--- src/rtl/lot_pkg.sv ---
// lot_pkg: shared gate FSM state encoding and default lot sizing.
package lot_pkg;
    localparam int DEFAULT_CAPACITY    = 25;
    localparam int DEFAULT_OPEN_CYCLES = 8;
    typedef enum logic [1:0] {
        ST_IDLE    = 2'd0,
        ST_OPEN    = 2'd1,
        ST_HOLDOFF = 2'd2
    } gate_state_e;
endpackage

--- src/rtl/lot_controller_if.sv ---
// lot_controller_if: entry-gate arrival, gate sensor pulses and occupancy status bundle.
interface lot_controller_if import lot_pkg::*; #(parameter int CAPACITY = DEFAULT_CAPACITY) ();
    localparam int CW = $clog2(CAPACITY + 1);
    logic          car_arrive;
    logic          enter;
    logic          exit;
    logic [CW-1:0] count;
    logic          full;
    logic          empty;
    logic          gate_open;
    logic          reject;
    logic          err;
    modport master(output car_arrive, enter, exit, input count, full, empty, gate_open, reject, err);
    modport slave(input car_arrive, enter, exit, output count, full, empty, gate_open, reject, err);
endinterface

--- src/rtl/occ_counter.sv ---
// occ_counter: saturating occupancy counter with sticky error on illegal enter/exit.
module occ_counter import lot_pkg::*; #(
    parameter int CAPACITY = DEFAULT_CAPACITY
) (
    input  logic                           clk,
    input  logic                           reset,
    input  logic                           inc_i,
    input  logic                           dec_i,
    output logic [$clog2(CAPACITY+1)-1:0]  count_o,
    output logic                           full_o,
    output logic                           empty_o,
    output logic                           err_o
);
    localparam int CW = $clog2(CAPACITY + 1);
    localparam logic [CW-1:0] MAX = CW'(CAPACITY);
    logic [CW-1:0] count_q, count_d;
    logic          err_q, err_d;
    logic          inc_only, dec_only;
    assign inc_only = inc_i & ~dec_i;
    assign dec_only = dec_i & ~inc_i;
    assign full_o   = count_q == MAX;
    assign empty_o  = count_q == '0;
    assign count_o  = count_q;
    assign err_o    = err_q;
    always_comb begin
        count_d = (inc_only & ~full_o)  ? count_q + CW'(1) :
                  (dec_only & ~empty_o) ? count_q - CW'(1) : count_q;
        err_d   = err_q | (inc_only & full_o) | (dec_only & empty_o);
    end
    always_ff @(posedge clk) begin
        if (reset) begin
            count_q <= '0;
            err_q   <= 1'b0;
        end else begin
            count_q <= count_d;
            err_q   <= err_d;
        end
    end
endmodule

--- src/rtl/lot_controller.sv ---
// lot_controller: entry barrier FSM with open timeout and full-lot reject,
// tracking occupancy from external gate sensor enter/exit pulses.
module lot_controller import lot_pkg::*; #(
    parameter int CAPACITY    = DEFAULT_CAPACITY,
    parameter int OPEN_CYCLES = DEFAULT_OPEN_CYCLES
) (
    input logic             clk,
    input logic             reset,
    lot_controller_if.slave bus
);
    localparam int TW = $clog2(OPEN_CYCLES + 1);
    localparam logic [TW-1:0] T_LOAD = TW'(OPEN_CYCLES);
    gate_state_e   state_q, state_d;
    logic [TW-1:0] timer_q, timer_d;
    logic          full;
    occ_counter #(.CAPACITY(CAPACITY)) u_occ (
        .clk     (clk),
        .reset   (reset),
        .inc_i   (bus.enter),
        .dec_i   (bus.exit),
        .count_o (bus.count),
        .full_o  (full),
        .empty_o (bus.empty),
        .err_o   (bus.err)
    );
    assign bus.full      = full;
    assign bus.gate_open = state_q == ST_OPEN;
    // Only the IDLE->HOLDOFF transition rejects, so a held arrival yields one pulse.
    assign bus.reject    = ~reset & (state_q == ST_IDLE) & bus.car_arrive & full;
    always_comb begin
        state_d = state_q;
        timer_d = timer_q;
        case (state_q)
            ST_IDLE, ST_HOLDOFF: begin
                if (bus.car_arrive && !full) begin
                    state_d = ST_OPEN;
                    timer_d = T_LOAD;
                end else if (bus.car_arrive) begin
                    state_d = ST_HOLDOFF;
                end else begin
                    state_d = ST_IDLE;
                end
            end
            ST_OPEN: begin
                timer_d = bus.enter ? '0 : timer_q - TW'(1);
                state_d = (bus.enter || timer_q == TW'(1)) ? ST_IDLE : ST_OPEN;
            end
            default: state_d = ST_IDLE;
        endcase
    end
    always_ff @(posedge clk) begin
        if (reset) begin
            state_q <= ST_IDLE;
            timer_q <= '0;
        end else begin
            state_q <= state_d;
            timer_q <= timer_d;
        end
    end
endmodule

--- src/flat_wrapper.sv ---
// flat-port wrapper written by rule: the top's interface ports become plain ports
module lot_controller_flat import lot_pkg::*;
#(
    parameter int CAPACITY    = DEFAULT_CAPACITY,
    parameter int OPEN_CYCLES = DEFAULT_OPEN_CYCLES
)
  (clk, reset, bus_car_arrive, bus_enter, bus_exit, bus_count, bus_full, bus_empty, bus_gate_open, bus_reject, bus_err);
  lot_controller_if #(.CAPACITY(CAPACITY)) bus_i ();
  input logic clk;
  input logic reset;
  input wire logic [$bits(bus_i.car_arrive)-1:0] bus_car_arrive;
  input wire logic [$bits(bus_i.enter)-1:0] bus_enter;
  input wire logic [$bits(bus_i.exit)-1:0] bus_exit;
  output wire logic [$bits(bus_i.count)-1:0] bus_count;
  output wire logic [$bits(bus_i.full)-1:0] bus_full;
  output wire logic [$bits(bus_i.empty)-1:0] bus_empty;
  output wire logic [$bits(bus_i.gate_open)-1:0] bus_gate_open;
  output wire logic [$bits(bus_i.reject)-1:0] bus_reject;
  output wire logic [$bits(bus_i.err)-1:0] bus_err;
  assign bus_i.car_arrive = bus_car_arrive;
  assign bus_i.enter = bus_enter;
  assign bus_i.exit = bus_exit;
  assign bus_count = bus_i.count;
  assign bus_full = bus_i.full;
  assign bus_empty = bus_i.empty;
  assign bus_gate_open = bus_i.gate_open;
  assign bus_reject = bus_i.reject;
  assign bus_err = bus_i.err;
  lot_controller #(.CAPACITY(CAPACITY), .OPEN_CYCLES(OPEN_CYCLES)) u_core (.clk(clk), .reset(reset), .bus(bus_i));
endmodule
--- config.mk ---
export PLATFORM = sky130hd
export DESIGN_NAME = lot_controller_flat
export DESIGN_NICKNAME = d
export VERILOG_FILES = /design/src/rtl/lot_pkg.sv /design/src/rtl/lot_controller_if.sv /design/src/rtl/occ_counter.sv /design/src/rtl/lot_controller.sv /design/src/flat_wrapper.sv
export SDC_FILE = /design/constraint.sdc
export NUM_CORES = 1
export LEC_CHECK = 0
export ABC_AREA = 1
export CAP_MARGIN = 30
export CORE_MARGIN = 2
export CORE_UTILIZATION = 52
export DETAILED_ROUTE_END_ITERATION = 8
export GPL_TIMING_DRIVEN = 0
export PLACE_DENSITY = 0.91
export SKIP_LAST_GASP = 1
export SYNTH_ARGS = -nofsm -noshare
export SYNTH_HDL_FRONTEND = slang
export SYNTH_SLANG_ARGS = --single-unit
--- constraint.sdc ---
create_clock -name clk -period 2.6 [get_ports clk]
set_input_delay 0.26 -clock clk [delete_from_list [all_inputs] [get_ports clk]]
set_output_delay 0.26 -clock clk [all_outputs]
set_load 0.02 [all_outputs]
Word-level counts from Yosys, hierarchy flattened:

Index checks and enable logic that the tools add are counted.
Widths: inputs -> output; s select.

* add/subtract/negate cells: 3
* $mul: 0
* divide/modulo/power cells: 0
* magnitude comparators: 0
* equality and inequality tests: 5
* shifts and indexed selects: 0
* muxes and demuxes: 9
* bitwise logic cells: 16
* reduce and logical (&&, ||, !) cells: 9

Operators by type and width (count)
* $mux 5: 2
* $and 1x1->1: 9
* $mux 4: 2
* $pmux 4 s2: 1
* $add 5x1->5 const B: 1
* $eq 5x5->1 const B: 1
* $logic_not 5->1: 1
* $not 1->1: 5
* $sub 5x1->5 const B: 1
* $eq 4x1->1 const B: 1
* $mux 2: 2
* $pmux 2 s2: 1
* $reduce_bool 2->1: 2
* $sub 4x1->4 const B: 1
* $eq 2x1->1 const B: 1
* $eq 2x2->1 const B: 1
* $logic_not 2->1: 1
* $ne 2x1->1 const B: 1
* $or 1x1->1: 2
* $reduce_and 2->1: 1
* $reduce_or 2->1: 1
* $logic_and 1x1->1: 1
* $logic_not 1->1: 1
* $logic_or 1x1->1: 1
* $mux 1: 1

* register bits after elaboration: 12
* latch bits: 0
* bits in writable memories: 0
* bits in read-only memories: 0
* bits of input ports: 5
* output and inout port bits: 10
* logic and storage cells: 46
* memories kept: 0

Longest topological paths before layout:

Gate-level depths: netlist of the first run.

* depth in word-level cells: 5
* depth in mapped cells: 13
* gate-level depth less buffers: 13

Hierarchy:

A second synthesis of the first run with hierarchy kept.

* cell total of the unflattened synthesis: 111
* area total of the unflattened synthesis: 815.8 um2

Modules (own cells, without submodules)
* occ_counter: instances 1, cells an instance 67, area each 481.7 um2, seq. area each 120.1 um2
* lot_controller: instances 1, cells an instance 44, area each 334.1 um2, seq. area each 120.1 um2

Worst setup path after synthesis of the first run:

No wires, ideal clock.

* path type: register to register
* from: reg u_core.u_occ.count_q[0] (netlist: u_core.u_occ.count_o[0])
* to: reg u_core.u_occ.count_q[4] (netlist: u_core.u_occ.count_o[4])
* setup time: 0.114 ns
* arrival: 1.729 ns
* data required time: 2.486 ns
* slack: 0.757 ns
* stages on the path, launching flop included: 14
* buffers on the path: 0
* clock period less this slack: 1.843 ns
* cells stage by stage: dfxtp_1 > nand2_1 > nor2_2 > nand2_2 > nand2_4 > ha_1 > nand2_1 > nand2_1 > nor2_1 > nand3_1 > nand3_2 > nand2_1 > nand2_1 > nor2_2

* longest elaborated chain between the ends: 4
* elaborated cells on any way between the ends: 11
* those cells by class: add/sub (2); eq/ne (1); mux (2); bitwise (4); reduce/logical (2)

Ends and longest elaborated chain
* start, declared: line occ_counter.sv:16 `logic [CW-1:0] count_q, count_d;`
* start signal, assigned: line occ_counter.sv:35 `count_q <= count_d;`
* branches (longest 4 deep; another with $sub 5x1->5)

Parallel ways; which one is timed is not known. The select of a mux whose other input is x is not followed.
A chain may end at the register's enable or synchronous reset.

Worst setup path after layout of the first run:

* from: reg u_core.u_occ.count_q[0] (netlist: u_core.u_occ.count_o[0])
* to: out bus_reject

* longest elaborated chain between the ends: 2

Ends and longest elaborated chain
* $eq 5x5->1: line occ_counter.sv:21 `assign full_o = count_q == MAX;`
* $and 1x1->1: line lot_controller.sv:29 `assign bus.reject = ~reset & (state_q == ST_IDLE) & bus.car_arrive & full;`
* end, declared: line flat_wrapper.sv:18 `output wire logic [$bits(bus_i.reject)-1:0] bus_reject;`

No other way between the ends.

==> qor.csv, run 1 <==
stage,metric,value,unit
pwr,peakVddDrop,0.368,mV
grt,grt.total_usage,18.9,%
routing,avgViaCountPerCell,5.11,
pwr,power_density,631,mW/mm^2
worst_setup_path,cp_data_required_time,2.34,ns
grt,grt_max_degree,10,
grt,grt_pass1_vias,674,
timing,worstMarginPinSlew,0.258,ns
outcome,status,completed,
worst_setup_path,crit_type,flop to output pin,
clocking,post_cts_buffers,0,
floorplanning,die_w,41.7,um
timing,fin_crit_sh,82.4,%
min_path,holdCritPathClass,flop to flop,
timing,slew_violations,0,
min_path,holdPathStages,1,
synth,synthCells,105,
placement,hpwl,1200,um
clocking,tritoncts,built,
finish,drive_gt1_share,9.76,%
finish,final_area,935,um^2
worst_setup_path,path_buf_inv,1,
pwr,switching_power,0.209,mW
synth,avgSynthCellArea,7.04,um^2
synth,synth_nets,116,
pwr,report.power.total,0.589,mW
finish,nets,135,
synth,syn_area,739,um^2
worst_setup_path,cp_num_cells,5,
floorplanning,die_h,41.7,um
floorplanning,start_util,56.1,%
pwr,leakagePower,0.440,nW
worst_setup_path,worstRegToRegCells,13,
pwr,p_sw_share,35.5,%
timing,clock_skew,0.00283,ns
timing,fin_setup_tns,0,ns
clocking,path_clk_slew,0.08,ns
finish,antennaDiodeCount,0,
worst_setup_path,crit_slowest_cell,clkdlybuf4s50_1,
clocking,clk_latency,0.27,ns
routing,drt_first_pass_iters,4,
placement,io_buffers,14,
placement,place_area,898,um^2
synth,ys_seq_area_share,32.5,%
timing,hold_viol_final,0,
grt,grt_pass1_wl,2530,um
synth,yosysUniqueCellTypes,21,
synth,ys_warn_count,0,
routing,wl_per_cell,11.4,um
placement,gp_congestion,0.790,
pwr,power_frac_seq,38.0,%
synth,synth_seq_cells,12,
grt,overflow,0,
worst_setup_path,cp.arrival,1.88,ns
clocking,cts_sinks,12,
finish,area_growth,26.4,%
pwr,clkPwrFrac,26.0,%
timing,worst_hold_slack,0.512,ns
routing,postRouteAntennaNets,0,
routing,route.detailed.drc,0,
grt,antenna_found_initial,0,
clocking,cts_resized,0,
timing,rsz0062_at_grt,false,
job,drv_cap,0,
clocking,cts_inserted_buffers,3,
finish,final_util,70.9,%
worst_setup_path,worstPathCellList,nand2_1 > nor2_2 > nand2_2 > nor4_1 > clkdlybuf4s50_1,
timing,finalCriticalPeriod,2.14,ns
routing,drt_iter0_drc,15,
worst_setup_path,cp_top_family,buffers and inverters,
routing,via_count,705,
floorplanning,rows,13,
timing,relSlewSlack,82.8,%
timing,max_freq,0.467,GHz
clocking,cts.path.max_buffers,2,
floorplanning,ios,15,
routing,finalWirelength,1570,um
worst_setup_path,cp-end-kind,output pin,
worst_setup_path,start_kind,flop,
clocking,cts_hold_buf,0,
floorplanning,design.die.area,0.00174,mm^2
timing,setup_violations,0,
worst_setup_path,crit_path_max_fanout,7,
worst_setup_path,crit_path_max_incr_delay,0.65,ns
clocking,cts_max_level,1,
clocking,root_buffer,clkbuf_4,
pwr,p_int,0.380,mW
floorplanning,core,0.00132,mm^2
pwr,combPwrFrac,36.0,%
-- cells in the mapped netlist --
| cell | number | area, um^2 |
|---|---|---|
| dfxtp_1 | 12 | 240 |
| a21oi_1 | 9 | 45.0 |
| nor2_2 | 3 | 18.8 |
| clkinv_1 | 1 | 3.75 |
| ha_1 | 5 | 62.6 |
| a31oi_1 | 1 | 6.26 |
| nor4_1 | 1 | 6.26 |
| nand3_1 | 6 | 30.0 |
| xor2_1 | 2 | 17.5 |
| nor3_1 | 1 | 5.00 |
| o21ai_1 | 4 | 20.0 |
| o21ai_0 | 3 | 15.0 |
| inv_1 | 19 | 71.3 |
| nand2_4 | 2 | 22.5 |
| nor2_1 | 12 | 45.0 |
| xnor2_1 | 1 | 8.76 |
| nand2_2 | 1 | 6.26 |
| nand3_2 | 2 | 20.0 |
| nand2_1 | 18 | 67.6 |
| fa_1 | 1 | 20.0 |
| o21a_1 | 1 | 7.51 |
-- per-stage QoR --
step | std cells | setup WS (ns)
after floorplan | 105 | 0.757
after global placement | 134 | 0.433
after detailed placement | 134 | 0.410
after CTS | 138 | 0.453
after global routing | 138 | 0.343
final | 138 | 0.457
-- placed cells by master (no fill, tap or decap), types with 2 or more instances in the layout --
cell	n
ha_1	5
clkdlybuf4s50_1	14
o21ai_1	4
nand2_1	18
nand3_2	2
o21ai_0	3
dfxtp_1	12
inv_1	19
nor2_2	3
nand2_4	2
a21oi_1	9
clkbuf_4	3
xor2_1	2
nor2_1	12
nand3_1	6
-- logic make-up (layout without fill, tap and decap cells) --
kind of cell             after synthesis  in the layout  synth area share (%)
buffers and inverters                 20             38                  10.2
adder cells (fa/ha/maj)                6              6                  11.2
AND/OR/NAND/NOR                       46             46                  29.9
XOR/XNOR                               3              3                  3.55
AO/OA/AOI/OAI                         18             18                  12.7
flip-flops                            12             12                  32.5
-- cell type report --
type                    instances  area (um^2)
repair buffers                 14          140
well taps                      15         18.8
clock buffers                   4         36.3
fillers                       105          383
flip-flops and latches         12          240
multi-input cells              73          424
inverters                      20         75.1
-- power by group through the flow --
stage / Sequential, mW / Combinational (mW) / Clock [mW]
6_report: 0.224 / 0.212 / 0.153
5_1_grt: 0.226 / 0.233 / 0.161
4_1_cts: 0.224 / 0.213 / 0.156
3_5_place_dp: 0.228 / 0.211 / 0
3_3_place_gp: 0.227 / 0.203 / 0
2_1_floorplan: 0.241 / 0.126 / 0
-- flip-flops by register name (all words and copies together), names as in the netlist --
| signal | cells |
|---|---|
| u_core.state_q | 2 |
| u_core.timer_q | 4 |
| u_core.u_occ.count_o | 5 |
| u_core.u_occ.err_o | 1 |
-- layer usage --
| metal | GRT usage, % | up-vias | wire length [um] |
|---|---|---|---|
| li1 | - | 369 | - |
| met5 | 0 | - | 0 |
| met3 | 3.48 | 4 | 56 |
| met2 | 34.4 | 13 | 774 |
| met4 | 11.0 | 0 | 22 |
| met1 | 19.9 | 319 | 721 |
-- worst paths after layout --
path,startpoint,to,slack (ns)
worst max register to register,u_core.u_occ.count_o[0],u_core.u_occ.count_o[4],0.69
worst min-delay path,u_core.timer_q[0],u_core.timer_q[0],0.51
worst max-delay path,u_core.u_occ.count_o[0],bus_reject,0.46
worst min register to register,u_core.timer_q[0],u_core.timer_q[0],0.51
Power figures use the tool's default switching activity.
==> inputs of run 2 (changes only) <==
- CORE_UTILIZATION: 52 -> 49
- PLACE_DENSITY: 0.91 -> 0.87
- clock period: 2.6 -> 2.1 ns (I/O delays scaled with it)
==> qor.csv, run 2 (synthesis gave the netlist of run 1 again) <==
stage,metric,value,unit,change
outcome,status,completed,,unchanged
min_path,holdCritStartpoint,u_core.timer_q[0],,unchanged
timing,max_freq,0.519,GHz,
finish,largest_reg_flops,5,,unchanged
routing,postRouteAntennaNets,0,,unchanged
finish,nFillCells,125,,was 105
timing,setup_slack,0.174,ns,was 0.457 ns
routing,via_count,702,,was 705
clocking,post_cts_buffers,0,,unchanged
timing,clock_skew,0.00106,ns,was 0.00283 ns
timing,rsz0062_at_grt,false,,unchanged
grt,grt_pass1_wl,2820,um,was 2530 um
worst_setup_path,cp-end-kind,output pin,,unchanged
worst_setup_path,crit_type,flop to output pin,,unchanged
floorplanning,core,0.00145,mm^2,was 0.00132 mm^2
worst_setup_path,r2r_start,u_core.u_occ.count_o[1],,was u_core.u_occ.count_o[0]
finish,nets,135,,unchanged
worst_setup_path,start_kind,flop,,unchanged
floorplanning,die_h,42.8,um,was 41.7 um
timing,setup_violations,0,,unchanged
floorplanning,ios,15,,unchanged
clocking,cts.path.max_buffers,2,,unchanged
grt,overflow,0,,unchanged
grt,grt.total_usage,19.8,%,was 18.9%
finish,final_cell_mix,"19 x inv_1, 18 x nand2_1, 13 x clkdlybuf4s50_1, 12 x nor2_1, 11 x dfxtp_1",,"was 19 x inv_1, 18 x nand2_1, 14 x clkdlybuf4s50_1, 12 x nor2_1, 12 x dfxtp_1"
timing,relSlewSlack,83.5,%,was 82.8%
floorplanning,start_util,50.9,%,was 56.1%
pwr,report.power.total,0.721,mW,was 0.589 mW
floorplanning,design.die.area,0.00184,mm^2,was 0.00174 mm^2
timing,worstMarginPinSlew,0.247,ns,was 0.258 ns
finish,antennaDiodeCount,0,,unchanged
routing,drt_iter0_drc,2,,was 15
pwr,peakVddDrop,0.437,mV,was 0.368 mV
worst_setup_path,cp_data_required_time,1.89,ns,was 2.34 ns
routing,finalWirelength,1560,um,was 1570 um
timing,fin_crit_sh,91.7,%,
placement,gp_congestion,0.821,,was 0.790
clocking,cts_inserted_buffers,3,,unchanged
clocking,clk_latency,0.26,ns,was 0.27 ns
floorplanning,die_w,42.8,um,was 41.7 um
grt,grt_max_degree,10,,unchanged
worst_setup_path,worstRegToRegCells,12,,was 13
placement,io_buffers,14,,unchanged
placement,place_ws,-0.0411,ns,was 0.410 ns
timing,hold_viol_final,0,,unchanged
placement,hpwl,1210,um,was 1200 um
timing,slew_violations,0,,unchanged
floorplanning,rows,14,,was 13
routing,drt_first_pass_iters,4,,unchanged
clocking,path_clk_slew,0.08,ns,about the same
worst_setup_path,crit_path_max_fanout,6,,was 7
clocking,cts_max_level,1,,unchanged
clocking,root_buffer,clkbuf_4,,unchanged
routing,route.detailed.drc,0,,unchanged
timing,finalCriticalPeriod,1.93,ns,
grt,grt_pass1_vias,694,,was 674
min_path,holdCritPathClass,flop to flop,,unchanged
finish,final_common_cell,inv_1,,unchanged
worst_setup_path,cp.arrival,1.72,ns,was 1.88 ns
pwr,leakagePower,0.459,nW,was 0.440 nW
grt,antenna_found_initial,0,,unchanged
finish,drive_gt1_share,10.6,%,was 9.76%
job,drv_cap,0,,unchanged
placement,place_area,900,um^2,was 898 um^2
pwr,power_density,767,mW/mm^2,was 631 mW/mm^2
clocking,cts_sinks,12,,unchanged
clocking,tritoncts,built,,unchanged
finish,area_growth,27.1,%,was 26.4%
worst_setup_path,crit_start,u_core.u_occ.count_o[3],,was u_core.u_occ.count_o[0]
routing,avgViaCountPerCell,5.05,,was 5.11
min_path,holdPathStages,1,,unchanged
routing,wl_per_cell,11.2,um,was 11.4 um
finish,final_area,940,um^2,was 935 um^2
run 2: path summary, 6_finish.rpt:
kind | endpoint | slack (ns)
min | u_core.timer_q[0] | 0.48
max reg2reg | u_core.u_occ.count_o[4] | 0.23
max | bus_full | 0.17
min reg2reg | u_core.timer_q[0] | 0.48
run 2: stage by stage:
| stage | TNS (ns) | hold WS, ns | utilization [%] | instances |
|---|---|---|---|---|
| 6_report | 0 | 0.484 | 64.6 | 139 |
| 5_1_grt | 0 | 0.549 | 64.6 | 139 |
| 4_1_cts | 0 | 0.489 | 64.5 | 139 |
| 3_5_place_dp | -0.0411 | 0.483 | 61.9 | 135 |
| 3_3_place_gp | -0.00684 | 0.467 | 61.9 | 135 |
| 2_1_floorplan | 0 | 0.279 | - | 105 |
run 2: layout make-up:
type                       count  area (um^2)  area share (%)
tap                           16         20.0            2.13
inverter                      20         75.1            7.99
sequential                    12          241            25.7
clock buffer                   4         36.3            3.86
timing repair buffer          14          143            15.2
multi-input combinational     73          424            45.1
run 2: report_power, final:
part	total (mW)	internal, mW	leakage (nW)	switching [mW]
Clock	0.180	0.105	0.0210	0.0746
Combinational	0.260	0.114	0.339	0.146
Sequential	0.281	0.251	0.0991	0.0291
run 2: critical path, cell delays in order (launching register included):
cell and delay [ns]:
dfxtp_1 0.43, inv_1 0.06, nor2_1 0.11, nand2_2 0.14, inv_1 0.10, clkdlybuf4s50_1 0.60
run 2: what timing repair did:
action / CTS / global route
pin swaps: 0 / 0
resized for setup: 1 / 1
setup endpoints to repair: 1 / 1
hold buffers: 0 / 0
run 2: metal layers:
metal / vias to the layer above / part of all wire, % / routed length, um / global-route usage [%]
met2: 12 / 51 / 799 / 36.1
met3: 0 / 4.8 / 75 / 4.26
met5: - / 0 / 0 / 0
met4: 0 / 0 / 0 / 3.75
li1: 366 / - / - / -
met1: 324 / 44 / 681 / 23.7
